`src/rtl/imem_fetch_arbiter.sv`:
```
// Shares the instruction-memory read port between CPU fetch and a debug port.
// Optional stall counter output perf_fetch_stall is built when IMEM_ARB_PERF_EN is defined.
module imem_fetch_arbiter #(
  parameter int unsigned WAIT_CYCLES = 1,
  parameter int unsigned ADDR_LIMIT  = 4096
) (
  input  logic        clk,
  input  logic        reset,
  input  logic        fetch_req,
  input  logic [31:0] fetch_addr,
  output logic        fetch_valid,
  output logic [31:0] fetch_instr,
  output logic        fetch_err,
  input  logic        dbg_req,
  input  logic [31:0] dbg_addr,
  output logic        dbg_valid,
  output logic [31:0] dbg_data,
  output logic        dbg_err,
  output logic [31:0] mem_addr,
  input  logic [31:0] mem_instr,
  output logic        busy
`ifdef IMEM_ARB_PERF_EN
  ,
  output logic [31:0] perf_fetch_stall
`endif
);

  // Handshake: a requester raises req with a stable address and keeps both
  // until its valid pulse; err qualifies valid for that single cycle. A req
  // still high on the edge after valid is treated as a fresh request.

  typedef enum logic [1:0] {
    IDLE   = 2'd0,
    ACCESS = 2'd1,
    FAULT  = 2'd2
  } state_t;

  typedef enum logic {
    PORT_FETCH = 1'b0,
    PORT_DBG   = 1'b1
  } port_t;

  localparam logic [3:0]  COUNT_LAST   = 4'(WAIT_CYCLES - 1);
  localparam logic [31:0] ADDR_LIMIT_W = 32'(ADDR_LIMIT);

  state_t      state;
  port_t       owner;
  port_t       rr_ptr;
  logic [3:0]  count;

  logic        grant_any;
  port_t       grant_port;
  logic [31:0] grant_addr;
  logic        grant_legal;

  always_comb begin
    grant_any  = fetch_req | dbg_req;
    grant_port = PORT_FETCH;
    if (fetch_req && dbg_req) begin
      grant_port = rr_ptr;
    end else if (dbg_req) begin
      grant_port = PORT_DBG;
    end
    grant_addr  = (grant_port == PORT_DBG) ? dbg_addr : fetch_addr;
    grant_legal = (grant_addr[1:0] == 2'b00) && (grant_addr < ADDR_LIMIT_W);
  end

  assign busy = (state != IDLE);

  always_ff @(posedge clk) begin
    if (!reset) begin
      state       <= IDLE;
      owner       <= PORT_FETCH;
      rr_ptr      <= PORT_FETCH;
      count       <= 4'd0;
      mem_addr    <= 32'd0;
      fetch_valid <= 1'b0;
      fetch_instr <= 32'd0;
      fetch_err   <= 1'b0;
      dbg_valid   <= 1'b0;
      dbg_data    <= 32'd0;
      dbg_err     <= 1'b0;
    end else begin
      fetch_valid <= 1'b0;
      fetch_err   <= 1'b0;
      dbg_valid   <= 1'b0;
      dbg_err     <= 1'b0;
      case (state)
        IDLE: begin
          if (grant_any) begin
            owner  <= grant_port;
            rr_ptr <= (grant_port == PORT_FETCH) ? PORT_DBG : PORT_FETCH;
            if (grant_legal) begin
              mem_addr <= grant_addr;
              count    <= 4'd0;
              state    <= ACCESS;
            end else begin
              state <= FAULT;
            end
          end
        end
        ACCESS: begin
          count <= count + 4'd1;
          // mem_addr has been stable for WAIT_CYCLES edges on this edge
          if (count == COUNT_LAST) begin
            if (owner == PORT_FETCH) begin
              fetch_instr <= mem_instr;
              fetch_valid <= 1'b1;
            end else begin
              dbg_data  <= mem_instr;
              dbg_valid <= 1'b1;
            end
            state <= IDLE;
          end
        end
        FAULT: begin
          if (owner == PORT_FETCH) begin
            fetch_instr <= 32'd0;
            fetch_valid <= 1'b1;
            fetch_err   <= 1'b1;
          end else begin
            dbg_data  <= 32'd0;
            dbg_valid <= 1'b1;
            dbg_err   <= 1'b1;
          end
          state <= IDLE;
        end
        default: begin
          state <= IDLE;
        end
      endcase
    end
  end

`ifdef IMEM_ARB_PERF_EN
  always_ff @(posedge clk) begin
    if (!reset) begin
      perf_fetch_stall <= 32'd0;
    end else if (fetch_req && !fetch_valid) begin
      perf_fetch_stall <= perf_fetch_stall + 32'd1;
    end
  end
`endif

endmodule

```
`config.mk`:
```
export PLATFORM = sky130hd
export DESIGN_NAME = imem_fetch_arbiter
export DESIGN_NICKNAME = d
export VERILOG_FILES = /design/src/rtl/imem_fetch_arbiter.sv
export SDC_FILE = /design/constraint.sdc
export NUM_CORES = 1
export LEC_CHECK = 0
export ABC_CLOCK_PERIOD_IN_PS = 2800
export BUFFER_PORTS_ARGS = -buffer_cell sky130_fd_sc_hd__buf_4
export CAP_MARGIN = 10
export CORE_UTILIZATION = 48
export CTS_BUF_LIST = sky130_fd_sc_hd__clkbuf_8
export DETAILED_ROUTE_END_ITERATION = 8
export PLACE_DENSITY = 0.89
export SYNTH_ARGS = -nofsm -noshare
export SYNTH_HDL_FRONTEND = slang
export SYNTH_SLANG_ARGS = --single-unit
```
`constraint.sdc`:
```
create_clock -name clk -period 2.8 [get_ports clk]
set_clock_uncertainty 0.15 [all_clocks]
set_input_delay 0 -clock clk [delete_from_list [all_inputs] [get_ports clk]]
set_output_delay 0 -clock clk [all_outputs]
set_load 0.1 [all_outputs]
```
# After elaboration in Yosys (flattened, before gate mapping)
# Index checks and enable logic that the tools add are counted.
# totals
register_bits	108
output_inout_bits	101
wordCells	63
# op_classes
addsub	1
magnitude_cmp	1
eq_ne	9
muxes	25
n_bitwise	1
reduce_logical	15
# op_table
cell	n
$mux 32	7
$pmux 32 s2	2
$lt 32x13->1 const B	1
$ne 2x2->1 const B	7
$mux 4	2
$pmux 4 s2	1
$reduce_and 4->1	2
$mux 1	7
$mux 2	3
$reduce_and 2->1	3
$reduce_and 3->1	2
$reduce_bool 2->1	3
$add 4x1->4 const B	1
$logic_not 2->1	2
$logic_not 4->1	1
$pmux 1 s2	2
$pmux 2 s2	1
$eq 2x1->1 const B	1
$eq 2x2->1 const B	1
$logic_and 1x1->1	2
$or 1x1->1	1

# Logic depth before layout (Yosys ltp)
# depth
ltp_word	8
mapped_depth	10
depth_no_buf	7

# Least setup slack after synthesis
# OpenSTA, ideal clock, no wires.
# synth_timing
path_kind	reg2reg
from	reg state[1]
to	reg fetch_instr[31]
setup_ns	0.132
arrival_time_ns	1.844
required_time_ns	2.518
setup_slack_ns	0.673
stages_incl_launch_ff	11
path_buffers	3
synth_period_minus_slack_ns	2.127
cell_sequence	dfxtp_1 -> inv_1 -> ha_1 -> clkbuf_1 -> nor4bb_1 -> a21oi_1 -> or2_2 -> clkbuf_1 -> clkbuf_1 -> nand2_1 -> a21oi_1
# synth_between
elab_chain_len	3
word_cells_on_any_way	8
classes_between	eq/ne: 5; mux: 1; reduce/logical: 2
# synth_lines
item	line_no	rtl
from (decl)	46	state_t state;
from (signal assigned)	72	state <= IDLE;
from (signal assigned)	96	state <= ACCESS;
from (signal assigned)	98	state <= FAULT;
$eq 2x1->1 / $eq 2x2->1 (equally long branches)	88	case (state)
$ne 2x2->1 (no source line) / $reduce_bool 2->1 (equally long branches)	--	
$reduce_and 4->1 (no source line)	--	
to (signal assigned)	107	fetch_instr <= mem_instr;
to (decl)	12	output logic [31:0] fetch_instr,
# Parallel ways exist; a longest one is shown, timed or not.
# A chain may end at the register's enable or synchronous reset.

# Worst setup path after layout
# layout_timing
from	reg state[0]
to	reg mem_addr[6]
# layout_between
elab_chain_len	2
# layout_lines
item	line_no	rtl
$logic_not 2->1	88	
$reduce_and 3->1 (no source line)	--	
to (signal assigned)	94	mem_addr <= grant_addr;
to (decl)	19	output logic [31:0] mem_addr,
# Every way passes these cells.

==> impl_metrics.csv <==
group,metric,value,unit
outcome,run_status,"completed",
cells_and_area,design_area,0.00660,sq mm
worst_setup_path,start_kind,"register",
global_routing,grt_pass1_wl,21600,um
die,die_area,0.00922,sq mm
power,ir_worst_vdd,420,uV
synth,synthDistinctLibCells,39,
cells_and_area,n_antenna_cell,0,
clocking,clock_latency,0.36,ns
die,die_w,96.0,um
global_routing,grt-ovfl-total,0,
worst_setup_path,worst_path_max_delay_cell,"buf_4",
sta,tightest_slew,0.878,ns
synth,async_flop_share,0,%
die,rows,33,
die,die_h,96.0,um
global_routing,grt_max_degree,51,
worst_setup_path,cpPeakStageDelay,0.41,ns
sta,finalHoldViolations,0,
sta,fin_crit,2.69,ns
worst_setup_path,worst-path-buf-inv,2,
clocking,post_cts_buffers,0,
place,place.port_buffers,200,
clocking,post_cts_resized,0,
sta,finalSetupTns,0,ns
cells_and_area,final_common_cell,"buf_4",
detailed_routing,postRouteAntennaNets,0,
synth,synthFlopType,"dfxtp_1",
cells_and_area,area_delta_synth_final,55.3,%
synth,ys_warn_count,0,
power,power_density,524,mW/mm^2
die,start_util,50.6,%
sta,max-slew-margin-rel,41.4,%
synth,ys_seq_elements,108,
run,maxCapViolations,0,
clocking,clkSinkCount,108,
place,routabilityCongestion,0.805,
hold_path,min_path_type,"in2reg",
cells_and_area,multi_input_comb_area,0.00192,sq mm
worst_setup_path,crit_type,"reg2reg",
detailed_routing,topRoutingLayerUsed,"met4",
worst_setup_path,cp-end-kind,"register",
worst_setup_path,worstPathRequired,2.87,ns
detailed_routing,route.met2.wl,7730,um
clocking,cts.path.max_buffers,2,
worst_setup_path,crit_arrival,2.75,ns
cells_and_area,register_area,0.00216,sq mm
sta,rsz0062_at_grt,"no",
power,total_power,0.00345,W
sta,finalMaxSlewViolations,0,
clocking,htree_levels,3,
clocking,cts_tree,"built",
power,cellLeakagePower,2.98,nW
detailed_routing,wl_met1,5060,um
cells_and_area,layout_common_cells,"buf_4, nand2_1, dfxtp_1",
synth,yosysSeqAreaShare,50.9,%
cells_and_area,drive_gt1_share,32.2,%
worst_setup_path,cp_max_fo,32,
synth,syn_avg_cell_area,8.44,sq um
synth,syn-num-nets,608,
worst_setup_path,crit_path_cell_trace,"inv_1, ha_1, o21ai_1, a2111oi_2, a2bb2oi_2, buf_4, mux2i_1, nor2_1",
sta,finalSetupViolations,0,
global_routing,grt_pass1_vias,4687,
synth,syn_area,0.00425,sq mm
detailed_routing,dr.first_iter.drc_count,178,
cells_and_area,fillers,522,
global_routing,grt_use_total,31.1,%
clocking,clk_pin_slew,0.10,ns
detailed_routing,drc_errors,0,
worst_setup_path,cpLargestDelayFamily,"compound AO/OA/AOI/OAI gates",
clocking,postCtsHoldBufs,55,
place,place_area,0.00581,sq mm
die,ios,201,
detailed_routing,drt-total-wl,14400,um
detailed_routing,viasPerCell,5.46,
sta,fmax,372,MHz
clocking,cts_inserted_buffers,9,
clocking,root_buffer,"clkbuf_8",
synth,synth_edf_count,0,
synth,syn_inst,503,
global_routing,antenna_found_initial,0,
detailed_routing,dr.pass1.iters,4,
detailed_routing,routedWlPerCell,16.9,um
place,hpwl,8590,um
sta,post-route-period-util,96.0,%
die,core,0.00838,sq mm
cells_and_area,final_net_count,847,
detailed_routing,wl_met3,900,um
detailed_routing,num_vias,4639,
-- worst min-delay path: stages --
cell and delay, ns:
buf_4 0.14, and2_1 0.20, a22oi_1 0.12, nor2_1 0.11
-- metal layers --
layer	vias up	track usage (%)
met3	62	6.48
met5	-	0
li1	2155	-
met1	2166	30.1
met2	256	59.0
met4	0	20.3
-- power by group --
part           internal (W)  total (W)  switching, W
Clock              0.000611    0.00112      0.000513
Combinational      0.000262   0.000731      0.000469
Sequential          0.00157    0.00160     0.0000255
Total               0.00245    0.00345       0.00101
-- metrics by stage --
stage / worst slack [ns] / cells / hold slack [ns] / util [%]
6_report: 0.113 / 850 / 0.0907 / 78.7
4_1_cts: 0.411 / 850 / 0.00158 / 78.7
3_3_place_gp: 0.553 / 781 / 0.190 / 69.3
2_1_floorplan: 0.673 / 503 / 0.0396 / -
3_5_place_dp: 0.448 / 781 / 0.215 / 69.3
5_1_grt: 0.00757 / 850 / 0.0492 / 78.7
-- path summary, 6_finish.rpt --
check	end	slack, ns	startpoint	cells after the start
setup reg to reg	mem_addr[6]	0.11	state[0]	8
hold reg to reg	dbg_data[11]	0.31	dbg_data[11]	2
hold / removal	owner	0.09	dbg_req	4
setup / recovery	mem_addr[6]	0.11	state[0]	8
-- cell type report --
class	instances	share of cell area (%)
flip-flops and latches	108	32.8
repair buffers	262	32.1
multi-input cells	353	29.1
clock buffers	10	2.09
well taps	105	1.99
clock inverters	4	1.50
inverters	8	0.455
-- logic make-up (layout without fill, tap and decap cells) --
kind of cell	after synthesis	after routing	share of synthesized area [%]
buffers and inverters	42	284	4.16
DFF	108	108	50.9
adders and majority gates	5	5	1.47
muxes	20	20	5.01
AOI/OAI and AO/OA	85	85	11.4
and+or+nand+nor	243	243	27.0
-- sequential cells by signal (all words and copies together), names as in the netlist --
name / count
count: 4
mem_addr: 32
dbg_valid: 1
fetch_valid: 1
owner: 1
dbg_err: 1
dbg_data: 32
fetch_instr: 32
fetch_err: 1
rr_ptr: 1
state: 2
-- cells in the mapped netlist, drive strengths merged (2+ instances only) --
library cell | instances | area [sq um]
nand2 | 134 | 503
dfxtp | 108 | 2160
a21oi | 68 | 340
nor2b | 34 | 213
clkbuf | 29 | 109
and3 | 24 | 150
nor2 | 19 | 71.3
mux2 | 10 | 113
mux2i | 10 | 100
inv | 8 | 30.0
nor4 | 8 | 50.1
buf | 5 | 37.5
ha | 5 | 62.6
nand3 | 5 | 25.0
nand4 | 5 | 31.3
and2 | 3 | 18.8
o21ai | 3 | 15.0
o32ai | 3 | 26.3
a211oi | 2 | 20.0
a2bb2oi | 2 | 17.5
a31oi | 2 | 12.5
nand2b | 2 | 12.5
nor3 | 2 | 10.0
or4 | 2 | 18.8
Note: power is estimated with default switching activity, not from simulation.
